File: src/rtl/audio_dac_i2s_tx.sv
// I2S transmitter for the codec DAC path: per-channel sample FIFOs feed a shift
// register clocked by oversampled, codec-mastered BCLK/LRCK on the system clock.
module audio_dac_i2s_tx #(
  parameter int DATA_WIDTH = 32,
  parameter int AUDIO_BITS = 24,
  parameter int FIFO_DEPTH = 4
) (
  input  logic                  clk,
  input  logic                  reset,
  input  logic [DATA_WIDTH-1:0] left_data,
  input  logic                  left_valid,
  output logic                  left_ready,
  input  logic [DATA_WIDTH-1:0] right_data,
  input  logic                  right_valid,
  output logic                  right_ready,
  input  logic                  AUD_BCLK,
  input  logic                  AUD_DACLRCK,
  output logic                  AUD_DACDAT,
  output logic                  underrun,
  input  logic                  underrun_clr
);

  localparam int PTR_W     = $clog2(FIFO_DEPTH);
  localparam int CNT_W     = $clog2(FIFO_DEPTH) + 1;
  localparam int BIT_CNT_W = $clog2(AUDIO_BITS + 1);

  typedef enum logic [1:0] {
    ST_SYNC,
    ST_LOAD,
    ST_SHIFT,
    ST_PAD
  } state_t;

  state_t                  r_state;
  state_t                  w_next_state;
  logic [2:0]              r_bclk_sync;
  logic [2:0]              r_lr_sync;
  logic                    r_ready_en;
  logic [AUDIO_BITS-1:0]   r_shreg;
  logic [BIT_CNT_W-1:0]    r_bit_cnt;
  logic                    r_dacdat;
  logic                    r_underrun;

  logic                    w_bclk_fall;
  logic                    w_lr_edge;
  logic                    w_chan;
  logic                    w_load;
  logic                    w_shift_bit;
  logic                    w_drive_zero;
  logic                    w_slot_empty;
  logic [AUDIO_BITS-1:0]   w_slot_head;
  logic [1:0]              w_push;
  logic [1:0]              w_pop;
  logic [1:0]              w_fifo_full;
  logic [1:0]              w_fifo_empty;
  logic [AUDIO_BITS-1:0]   w_in_data   [2];
  logic [AUDIO_BITS-1:0]   w_fifo_head [2];

  // Codec clocks: two flops for metastability, a third for edge detection.
  // NOTE: clocked state uses non-blocking assignments so every flop samples
  // the pre-edge value of its neighbours, independent of statement order.
  always_ff @(posedge clk or negedge reset) begin
    if (!reset) begin
      r_bclk_sync <= '0;
      r_lr_sync   <= '0;
      r_ready_en  <= 1'b0;
    end else begin
      r_bclk_sync <= {r_bclk_sync[1:0], AUD_BCLK};
      r_lr_sync   <= {r_lr_sync[1:0], AUD_DACLRCK};
      r_ready_en  <= 1'b1;
    end
  end

  assign w_bclk_fall = r_bclk_sync[2] & ~r_bclk_sync[1];
  assign w_lr_edge   = r_lr_sync[2] ^ r_lr_sync[1];

  assign w_in_data[0] = left_data[AUDIO_BITS-1:0];
  assign w_in_data[1] = right_data[AUDIO_BITS-1:0];

  generate
    if (DATA_WIDTH > AUDIO_BITS) begin : g_unused
      logic w_unused_upper;
      assign w_unused_upper = ^{left_data[DATA_WIDTH-1:AUDIO_BITS],
                                right_data[DATA_WIDTH-1:AUDIO_BITS]};
    end
  endgenerate

  assign left_ready  = r_ready_en & ~w_fifo_full[0];
  assign right_ready = r_ready_en & ~w_fifo_full[1];
  assign w_push      = {right_valid & right_ready, left_valid & left_ready};

  // One FIFO per channel (0 = left, 1 = right); empty/full come from the
  // registered count, so a same-cycle push never rescues a pop from empty.
  generate
    for (genvar ch = 0; ch < 2; ch++) begin : g_fifo
      logic [AUDIO_BITS-1:0] r_mem [FIFO_DEPTH];
      logic [PTR_W-1:0]      r_wr_ptr;
      logic [PTR_W-1:0]      r_rd_ptr;
      logic [CNT_W-1:0]      r_count;

      // NOTE: sample storage is deliberately not reset; the pointers and count
      // decide which entries are valid, and a reset memory costs routing.
      always_ff @(posedge clk) begin
        if (w_push[ch]) r_mem[r_wr_ptr] <= w_in_data[ch];
      end

      always_ff @(posedge clk or negedge reset) begin
        if (!reset) begin
          r_wr_ptr <= '0;
          r_rd_ptr <= '0;
          r_count  <= '0;
        end else begin
          if (w_push[ch]) r_wr_ptr <= r_wr_ptr + PTR_W'(1);
          if (w_pop[ch])  r_rd_ptr <= r_rd_ptr + PTR_W'(1);
          case ({w_push[ch], w_pop[ch]})
            2'b10:   r_count <= r_count + CNT_W'(1);
            2'b01:   r_count <= r_count - CNT_W'(1);
            default: r_count <= r_count;
          endcase
        end
      end

      assign w_fifo_full[ch]  = (r_count == CNT_W'(FIFO_DEPTH));
      assign w_fifo_empty[ch] = (r_count == '0);
      assign w_fifo_head[ch]  = r_mem[r_rd_ptr];
    end
  endgenerate

  // LOAD follows the LRCK edge by one cycle, so the synced level is settled.
  assign w_chan       = r_lr_sync[2];
  assign w_slot_empty = w_chan ? w_fifo_empty[1] : w_fifo_empty[0];
  assign w_slot_head  = w_chan ? w_fifo_head[1]  : w_fifo_head[0];
  assign w_pop[0]     = w_load & ~w_chan & ~w_fifo_empty[0];
  assign w_pop[1]     = w_load &  w_chan & ~w_fifo_empty[1];

  always_ff @(posedge clk or negedge reset) begin
    if (!reset) r_state <= ST_SYNC;
    else        r_state <= w_next_state;
  end

  // NOTE: every output of this block gets a default before the case, so no
  // path leaves one unassigned and no latch is inferred.
  always_comb begin
    w_next_state = r_state;
    w_load       = 1'b0;
    w_shift_bit  = 1'b0;
    w_drive_zero = 1'b0;
    case (r_state)
      ST_SYNC: begin
        if (w_lr_edge) begin
          w_next_state = ST_LOAD;
          w_drive_zero = 1'b1;
        end
      end
      ST_LOAD: begin
        w_load       = 1'b1;
        w_next_state = ST_SHIFT;
      end
      ST_SHIFT: begin
        // The BCLK fall coinciding with an LRCK change is the I2S delay slot.
        if (w_lr_edge) begin
          w_next_state = ST_LOAD;
          w_drive_zero = 1'b1;
        end else if (w_bclk_fall) begin
          w_shift_bit = 1'b1;
          if (r_bit_cnt == BIT_CNT_W'(AUDIO_BITS - 1)) w_next_state = ST_PAD;
        end
      end
      ST_PAD: begin
        if (w_lr_edge) begin
          w_next_state = ST_LOAD;
          w_drive_zero = 1'b1;
        end else if (w_bclk_fall) begin
          w_drive_zero = 1'b1;
        end
      end
      default: w_next_state = ST_SYNC;
    endcase
  end

  always_ff @(posedge clk or negedge reset) begin
    if (!reset) begin
      r_shreg    <= '0;
      r_bit_cnt  <= '0;
      r_dacdat   <= 1'b0;
      r_underrun <= 1'b0;
    end else begin
      if (w_load) begin
        r_shreg   <= w_slot_empty ? '0 : w_slot_head;
        r_bit_cnt <= '0;
      end else if (w_shift_bit) begin
        r_shreg   <= {r_shreg[AUDIO_BITS-2:0], 1'b0};
        r_bit_cnt <= r_bit_cnt + BIT_CNT_W'(1);
      end

      if (w_drive_zero)     r_dacdat <= 1'b0;
      else if (w_shift_bit) r_dacdat <= r_shreg[AUDIO_BITS-1];

      // A new underrun outranks a coincident clear.
      if (w_load && w_slot_empty) r_underrun <= 1'b1;
      else if (underrun_clr)      r_underrun <= 1'b0;
    end
  end

  assign AUD_DACDAT = r_dacdat;
  assign underrun   = r_underrun;

endmodule

File: config.mk
export PLATFORM = sky130hd
export DESIGN_NAME = audio_dac_i2s_tx
export DESIGN_NICKNAME = d
export VERILOG_FILES = /design/src/rtl/audio_dac_i2s_tx.sv
export SDC_FILE = /design/constraint.sdc
export NUM_CORES = 1
export LEC_CHECK = 0
export ABC_AREA = 1
export BUFFER_PORTS_ARGS = -buffer_cell sky130_fd_sc_hd__buf_4
export CAP_MARGIN = 20
export CORE_MARGIN = 8
export CORE_UTILIZATION = 48
export DETAILED_ROUTE_END_ITERATION = 7
export PLACE_DENSITY = 0.76
export SLEW_MARGIN = 15
export SYNTH_ARGS = -nofsm -noshare
export SYNTH_HDL_FRONTEND = slang
export SYNTH_SLANG_ARGS = --single-unit
File: constraint.sdc
create_clock -name clk -period 3.1 [get_ports clk]
set_input_delay 0 -clock clk [delete_from_list [all_inputs] [get_ports clk]]
set_output_delay 0 -clock clk [all_outputs]
set_load 0.01 [all_outputs]
==> results by group, run 1 <==
Run status
  • Outcome: finished with violations
  • Failing checks: negative hold slack

Timing
  • Setup Total Neg Slack: 0 ps
  • Worst rel slew slack: approximately two fifths
  • Final period util: 69.9%
  • # setup viols final: 0
  • Crit path time final: 2170 ps
  • Fin. max-slew vios: 0
  • RSZ-0062 raised after global routing: false
  • Fmax: 461 MHz
  • Final Hold Violating Endpoints: 1
  • Hold_ws: -3.25 ps
  • Clock skew: ~9.4 ps
  • Transition time of the tightest slew-check pin: ~890 ps

Setup path
  • Worst r2r src: r_state[1]$_DFFE_PN0P_
  • WP data required: 3500 ps
  • R2R cell count: 12
  • Critical path arrival: ~2600 ps
  • Crit-path cells: inv_1 -> ha_1 -> inv_2 -> nor2_1 -> nand2_1 -> inv_1 -> ha_1 -> inv_1 -> fa_1 -> a21oi_1 -> o21ai_0 -> xor2_1
  • Crit Path Max Fanout: 4
  • Reg2Reg Capture Point: g_fifo[0].r_count[2]$_DFFE_PN0P_
  • R2R Setup Slk: approximately 930 ps
  • CP startpoint kind: flop
  • Setup crit end kind: flop
  • Slowest cell delay on critical path: ~410 ps
  • Crit path kind: reg2reg
  • Buf/Inv on CP: 4
  • Cell mode on critical path: inv_1
  • Slowest stage cell on the critical path: dfrtp_1
  • Top Family by Delay on Critical Path: adder cells

Routing
  • WL per Instance: between 15 and 20 um
  • Initial DRC count: 444
  • DRT Wirelength: roughly 23 mm
  • Antenna viol nets, final: 0
  • Router iterations before antenna repair: 5
  • DRC viols: 0
  • Avg Vias per Cell: roughly 5.1
  • Via count: ~7200

Floorplan
  • Ports: 75
  • Rows: 54
  • Die Y-Extent: 165 um
  • Die area: approximately 27000 sq um
  • DIE WIDTH: around 160 um
  • Initial Utilization: a little under 50%
  • Placeable Area: 21800 sq um

Placement
  • Number of buffers added on ports: a little under 60
  • Placed instance count: around 1300
  • GPL Wtd Cong: about 0.76
  • Dpl cell area: about 11000 sq um
  • Dpl hpwl: 13.6 mm

Flow run
  • Max_cap viols: 0

Logic synthesis
  • Post-synth top area share: 54.3%
  • Syn nets: 1112
  • Top area cells in the synthesized netlist: edfxtp_1 (54%), nand2_1 (13%), dfrtp_1 (13%)
  • EDFF count, synth: roughly 190
  • #FFs+latches synth: 246
  • Post-synthesis cell type count: 28
  • FFs w/ async S/R, synth: a little over a fifth
  • Cell with the most instances after synthesis: nand2_1
  • Ys flop type: edfxtp_1
  • Yosys Warn Count: 0
  • Average size of a mapped cell: between 10 and 15 sq um
  • Cells after synthesis: roughly 1000
  • Post-synth top area cell: edfxtp_1
  • Seq/Total Area, Yosys: between 60% and 70%
  • Top cells by instance count after synthesis: nand2_1 (361), edfxtp_1 (192), nand3_1 (144), inv_1 (124), dfrtp_1 (54)
  • Area of the mapped netlist: about 11000 sq um

Clocking
  • Skew-Pair Late Insertion Delay: ~520 ps
  • CTS sink count: between 200 and 250
  • CTS Buf Count: 25
  • H-tree depth: 1
  • CTS Root Cell: clkbuf_16
  • Post-CTS resize count: 0
  • Worst-path clk slew: 60 ps
  • CTS max path bufs: 3
  • CTS tree: yes

Finish
  • Non-filler instance count after layout: about 1400
  • Final net count: around 1200
  • Final Cell Area: between 10000 and 15000 sq um
  • Share of layout cells above drive strength 1: 10.6%
  • Fillers: ~1700
  • Area grow syn2layout: 17.8%

Min path
  • Hold Crit Depth: 3
  • Hold Crit Start: left_valid
  • Hold EP: g_fifo[0].r_wr_ptr[0]$_DFFE_PN0P_
  • Worst min path class: in2reg

Power and ir drop
  • Overall Power: 0.0103 W
  • Clock Power Share: 25.9%
  • Psw: ~0.0037 W
  • PD cells: between 800 and 900 nW/um^2
  • Leakage power total: 5.48 nW
  • Worst VDD drop: a little over 0.0005 V
  • Sw frac: 35.8%
  • Cell Int Power: 0.00663 W
  • Seq pwr share: a little over two fifths
  • Comb pwr share: 32.4%

Global route
  • First-pass GRT wire length: 36.5 mm
  • Vias in the first global route: between 7000 and 8000
  • Initial antenna violation count: 1
  • Largest net degree at the start of global routing: 55
  • Overall Global Routing Usage: between 10% and 20%
  • Grt ovf: 0
-- worst register-to-register path: cells and delay by family, from the launching register on --
family                     cells  cell delay (ps)
adders and majority gates      3              740
AOI/OAI and AO/OA              2              250
DFF                            1              410
xor gates and xnor gates       1              150
buffers and inverters          4              310
and+or+nand+nor                2              190
-- power groups by stage --
stage / sequential (W) / clock (W) / combinational, W
floorplan: 0.00432 / 0 / 0.00252
global placement: 0.00434 / 0 / 0.00315
detailed placement: 0.00436 / 0 / 0.00328
CTS: 0.00430 / 0.00270 / 0.00336
global route: 0.00435 / 0.00284 / 0.00380
finish: 0.00430 / 0.00267 / 0.00335
-- cell families (layout without fill, tap and decap cells) --
family          after synthesis  count (layout)  synth area share, %
fa+ha+maj                    18              18                 2.26
flops                       246             246                 67.0
simple gates                543             543                 21.1
other cells                   1               2               0.0353
buf+inv                     175             300                 7.16
compound gates               30              30                 1.51
xor+xnor                     10              10                0.895
-- through the flow --
stage | setup WS [ps] | util (%) | hold WS (ps)
after global placement | 939 | 51.8 | 93.8
after detailed placement | 922 | 51.8 | 92.6
final | 932 | 57.5 | -3.25
after floorplan | 656 | - | -296
after CTS | 904 | 57.5 | 0.978
after global routing | 721 | 57.5 | 51.2
-- cells in the final DEF, fill, tap and decap left out, drive strengths merged, types with 16 or more instances in the layout --
cell / count
dlygate4sd3: 53
buf: 73
clkbuf: 33
nand2: 363
edfxtp: 192
ha: 16
o21ai: 16
nor2: 33
dfrtp: 54
inv: 130
nand3: 145
-- sequential cells by signal, indices dropped and copies added, names as in the netlist --
name / cells
g_fifo.r_mem: 192
r_state: 2
AUD_DACDAT: 1
r_bclk_sync: 3
g_fifo.r_rd_ptr: 4
g_fifo.r_count: 6
r_ready_en: 1
underrun: 1
g_fifo.r_wr_ptr: 4
r_lr_sync: 3
r_shreg: 24
r_bit_cnt: 5
-- cell type report --
type | count | area (sq um) | share of cell area [%]
Sequential cell | 246 | 7120 | 56.9
Multi-Input combinational cell | 602 | 2770 | 22.1
Timing Repair Buffer | 126 | 1080 | 8.62
Clock buffer | 33 | 656 | 5.24
Inverter | 129 | 487 | 3.89
Tap cell | 280 | 350 | 2.80
Clock inverter | 12 | 62.6 | 0.500
Antenna cell | 1 | 2.50 | 0.0200
-- worst max path at each step --
| stage | startpoint | to | slack [ps] | depth (start not counted) |
|---|---|---|---|---|
| 2_1_floorplan | g_fifo[0].r_count[0]$_DFFE_PN0P_ | g_fifo[0].r_mem[0][0]$_DFFE_PP_ | 660 | 4 |
| 3_3_place_gp | r_state[1]$_DFFE_PN0P_ | g_fifo[0].r_count[2]$_DFFE_PN0P_ | 940 | 12 |
| 3_5_place_dp | r_state[1]$_DFFE_PN0P_ | g_fifo[0].r_count[2]$_DFFE_PN0P_ | 920 | 12 |
| 4_1_cts | r_state[1]$_DFFE_PN0P_ | g_fifo[0].r_count[2]$_DFFE_PN0P_ | 900 | 12 |
| 5_1_grt | r_state[1]$_DFFE_PN0P_ | g_fifo[0].r_count[2]$_DFFE_PN0P_ | 720 | 12 |
| 6_report | r_state[1]$_DFFE_PN0P_ | g_fifo[0].r_count[2]$_DFFE_PN0P_ | 930 | 12 |
-- what timing repair did --
action | CTS | global route
hold endpoints to repair | 250 | 0
hold buffers | 53 | 0
setup buffers | 0 | 0
-- routing by layer --
metal,global-route usage [%],up-vias,wire length (um)
met4,6.80,0,754
met1,21.0,3440,9220
met3,2.24,49,1140
li1,-,3529,-
met5,0,-,0
met2,29.7,223,11500
No activity file was read; power rests on OpenSTA's default activity.
==> inputs of run 2 (changes only) <==
--- a/config.mk
+++ b/config.mk
@@ -5,7 +5,7 @@
 export SDC_FILE = /design/constraint.sdc
 export NUM_CORES = 1
 export LEC_CHECK = 0
-export ABC_AREA = 1
+export ABC_AREA = 0
 export BUFFER_PORTS_ARGS = -buffer_cell sky130_fd_sc_hd__buf_4
 export CAP_MARGIN = 20
 export CORE_MARGIN = 8
==> constraint.sdc (replaced) <==
create_clock -name clk -period 2.09 [get_ports clk]
set_input_delay 0 -clock clk [delete_from_list [all_inputs] [get_ports clk]]
set_output_delay 0 -clock clk [all_outputs]
set_load 0.01 [all_outputs]
==> run 2 against run 1 <==
Compared with the run above: the run now ends clean; synthesized area shrank 4.4%; clock skew grew 13 ps; count of clock-buffer cells in the layout up 1; sequential share of layout area rose by 0.34 points; combinational power up 41%; global-route usage shrank 2.0 points; die area is 4.0% lower; register-to-register slack lost 790 ps; total power up 52%; via count down 22%; worst setup slack lost 790 ps; largest power group unchanged; highest routed layer unchanged.
==> results by group, run 2 <==
Floorplan
  • Placeable Area: 20900 sq um (-4.0%)
  • Ports: 75 (unchanged)
  • Rows: 53 (-1.9%)
  • Die Y-Extent: 161 um (-2.0%)
  • Die area: 26100 sq um (-4.0%)
  • Initial Utilization: 48.6% (-0.20 points)
  • DIE WIDTH: 161 um (-2.0%)

Timing
  • RSZ-0062 raised after global routing: false
  • Fmax: 513 MHz (+11%)
  • Worst rel slew slack: 53.2% (+13 points)
  • Clock skew: 22.9 ps (+13.5 ps)
  • Crit path time final: 1950 ps (-220 ps)
  • Hold_ws: 89.8 ps (+93.1 ps)
  • Final Hold Violating Endpoints: 0 (-1)
  • Final period util: 93.2% (+23 points)
  • Fin. max-slew vios: 0 (unchanged)
  • # setup viols final: 0 (unchanged)
  • Transition time of the tightest slew-check pin: 702 ps (-192 ps)
  • Setup Total Neg Slack: 0 ps (unchanged)

Power and ir drop
  • Psw: 0.00471 W (+28%)
  • Worst VDD drop: 0.000680 V (+32%)
  • Comb pwr share: 30.1% (-2.3 points)
  • Clock Power Share: 27.7% (+1.8 points)
  • Cell Int Power: 0.0109 W (+65%)
  • Seq pwr share: 42.2% (+0.5 points)
  • Sw frac: 30.1% (-5.6 points)
  • Leakage power total: 4.70 nW (-14%)
  • PD cells: 1260 nW/um^2 (+53%)

Clocking
  • Skew-Pair Late Insertion Delay: 520 ps (about the same)
  • CTS Buf Count: 25 (unchanged)
  • H-tree depth: 1 (unchanged)
  • CTS max path bufs: 3 (unchanged)
  • CTS tree: yes
  • CTS sink count: 246 (unchanged)
  • CTS Root Cell: clkbuf_16
  • Worst-path clk slew: 60 ps (about the same)

Setup path
  • Critical path arrival: 2370 ps (-200 ps)
  • WP data required: 2510 ps (-990 ps)
  • CP startpoint kind: flop
  • Setup crit end kind: flop
  • Crit path kind: reg2reg
  • Crit Path Max Fanout: 4 (unchanged)
  • R2R Setup Slk: 140 ps (-790 ps)

Routing
  • DRT Wirelength: 19.7 mm (-13%)
  • DRC viols: 0 (unchanged)
  • Router iterations before antenna repair: 4 (-1)
  • Avg Vias per Cell: 5.41 (+6.9%)
  • Initial DRC count: 316 (-29%)
  • Via count: 5626 (-22%)
  • Antenna viol nets, final: 0 (unchanged)
  • WL per Instance: 19.0 um (+20%)

Finish
  • Non-filler instance count after layout: 1039 (-27%)
  • Fin util: 59.6% (+2.1 points)
  • Final Cell Area: 12400 sq um (-0.55%)
  • Max FFs per register: 192 (unchanged)
  • Most frequent cells in the layout: edfxtp_1 (192), mux2i_1 (99), buf_4 (78)
  • Final net count: 834 (-32%)
  • Area grow syn2layout: 22.6%
  • Diodes inserted: 0 (-1)
  • Share of layout cells above drive strength 1: 23.4% (+13 points)
  • Most common cell after layout, fill and taps aside: edfxtp_1
  • Largest registers: g_fifo.r_mem: 192 flops, r_shreg: 24 flops, g_fifo.r_count: 6 flops
  • Fillers: 1532 (-12%)
  • Largest register by flop count: g_fifo.r_mem

Placement
  • Placed instance count: 932 (-30%)
  • Number of buffers added on ports: 58 (unchanged)
  • Dpl hpwl: 12.4 mm (-8.3%)
  • GPL Wtd Cong: 0.755 (-0.66%)
  • Dpl cell area: 11000 sq um (-2.2%)

Logic synthesis
  • Cell with the most instances after synthesis: edfxtp_1
  • #FFs+latches synth: 246 (unchanged)
  • Post-synth top area cell: edfxtp_1
  • Syn nets: 698 (-37%)
  • EDFF count, synth: 192 (unchanged)
  • Post-synthesis cell type count: 45 (+61%)
  • Cells after synthesis: 609 (-40%)
  • Seq/Total Area, Yosys: 70.1% (+3.1 points)
  • Top cells by instance count after synthesis: edfxtp_1 (192), mux2i_1 (99), dfrtp_1 (54), o22ai_1 (53), o21ai_0 (25)
  • Area of the mapped netlist: 10200 sq um (-4.4%)
  • FFs w/ async S/R, synth: 22.0% (unchanged)
  • Yosys Warn Count: 0 (unchanged)
  • Top area cells in the synthesized netlist: edfxtp_1 (57%), dfrtp_1 (13%), mux2i_1 (9.8%)
  • Average size of a mapped cell: 16.7 sq um (+61%)
  • Ys flop type: edfxtp_1
  • Post-synth top area share: 56.8% (+2.5 points)

Global route
  • First-pass GRT wire length: 31.3 mm (-14%)
  • Initial antenna violation count: 0 (-1)
  • Grt ovf: 0 (unchanged)
  • Largest net degree at the start of global routing: 55 (unchanged)
  • Vias in the first global route: 5900 (-20%)
  • Overall Global Routing Usage: 15.0% (-2.0 points)

Run status
  • Outcome: finished clean

Min path
  • Worst min path class: in2async

Flow run
  • Max_cap viols: 0 (unchanged)
## run 2: power by group through the flow
| stage | logic [W] | registers (W) | clock network, W |
|---|---|---|---|
| 3_5_place_dp | 0.00448 | 0.00670 | 0 |
| 6_report | 0.00472 | 0.00661 | 0.00433 |
| 4_1_cts | 0.00461 | 0.00661 | 0.00441 |
| 5_1_grt | 0.00511 | 0.00669 | 0.00460 |
| 3_3_place_gp | 0.00430 | 0.00664 | 0 |
| 2_1_floorplan | 0.00353 | 0.00654 | 0 |
## run 2: path summary, 6_finish.rpt
check                                  startpoint                                 to  depth (start not counted)
min reg2reg                r_lr_sync[0]$_DFF_PN0_             r_lr_sync[1]$_DFF_PN0_                          0
min                                         reset            r_shreg[16]$_DFFE_PN0P_                          2
max reg2reg                r_state[1]$_DFFE_PN0P_   g_fifo[0].r_count[2]$_DFFE_PN0P_                         10
max                        r_state[1]$_DFFE_PN0P_   g_fifo[0].r_count[2]$_DFFE_PN0P_                         10
min in group clk                         AUD_BCLK           r_bclk_sync[0]$_DFF_PN0_                          2
max in group asynchronous                   reset  g_fifo[0].r_rd_ptr[1]$_DFFE_PN0P_                          2
## run 2: layout make-up
cell class | count | area [sq um] | share of cell area, %
clock buffers | 34 | 689 | 5.54
inverters | 19 | 78.8 | 0.633
repair buffers | 143 | 1350 | 10.8
flip-flops and latches | 246 | 7120 | 57.2
multi-input cells | 310 | 2750 | 22.1
well taps | 275 | 344 | 2.76
clock inverters | 12 | 125 | 1.01
## run 2: worst max-delay path: stages, from the launching register on
cell	delay (ps)
dfrtp_1	390
inv_2	100
ha_4	190
inv_8	40
nor3_4	160
ha_4	180
inv_2	40
fa_2	330
xor2_1	150
nor2_1	110
xor2_1	180
## run 2: logic make-up (layout without fill, tap and decap cells)
logic type               Yosys count  after routing  share of synthesized area, %
buffers and inverters             53            208                          3.38
XOR/XNOR                          18             18                          1.74
other                              1              1                        0.0369
AND/OR/NAND/NOR                   44             44                          2.65
AO/OA/AOI/OAI                    127            127                          9.57
multiplexers                     102            102                          10.2
flip-flops                       246            246                          70.1
adder cells (fa/ha/maj)           18             18                          2.37
## run 2: metrics by stage
step	setup slack (ps)	total power [W]
after floorplan	-122	0.0101
after CTS	23.2	0.0156
final	141	0.0157
after global routing	4.32	0.0164
after detailed placement	7.37	0.0112
after global placement	102	0.0109
## run 2: repair_timing
item,4_1_cts,5_1_grt
hold endpoints to repair,253,0
gates resized for setup,0,9
setup endpoints to repair,1,2
pin swaps,0,4
setup buffers,1,6
hold buffers,54,0
## run 2: routing by layer
metal | vias to the layer above | GRT usage [%] | part of all wire [%]
met4 | 0 | 4.67 | 1.8
met1 | 2832 | 19.6 | 45
met3 | 30 | 2.65 | 4.5
met2 | 135 | 25.0 | 49
li1 | 2629 | - | -
met5 | - | 0 | 0
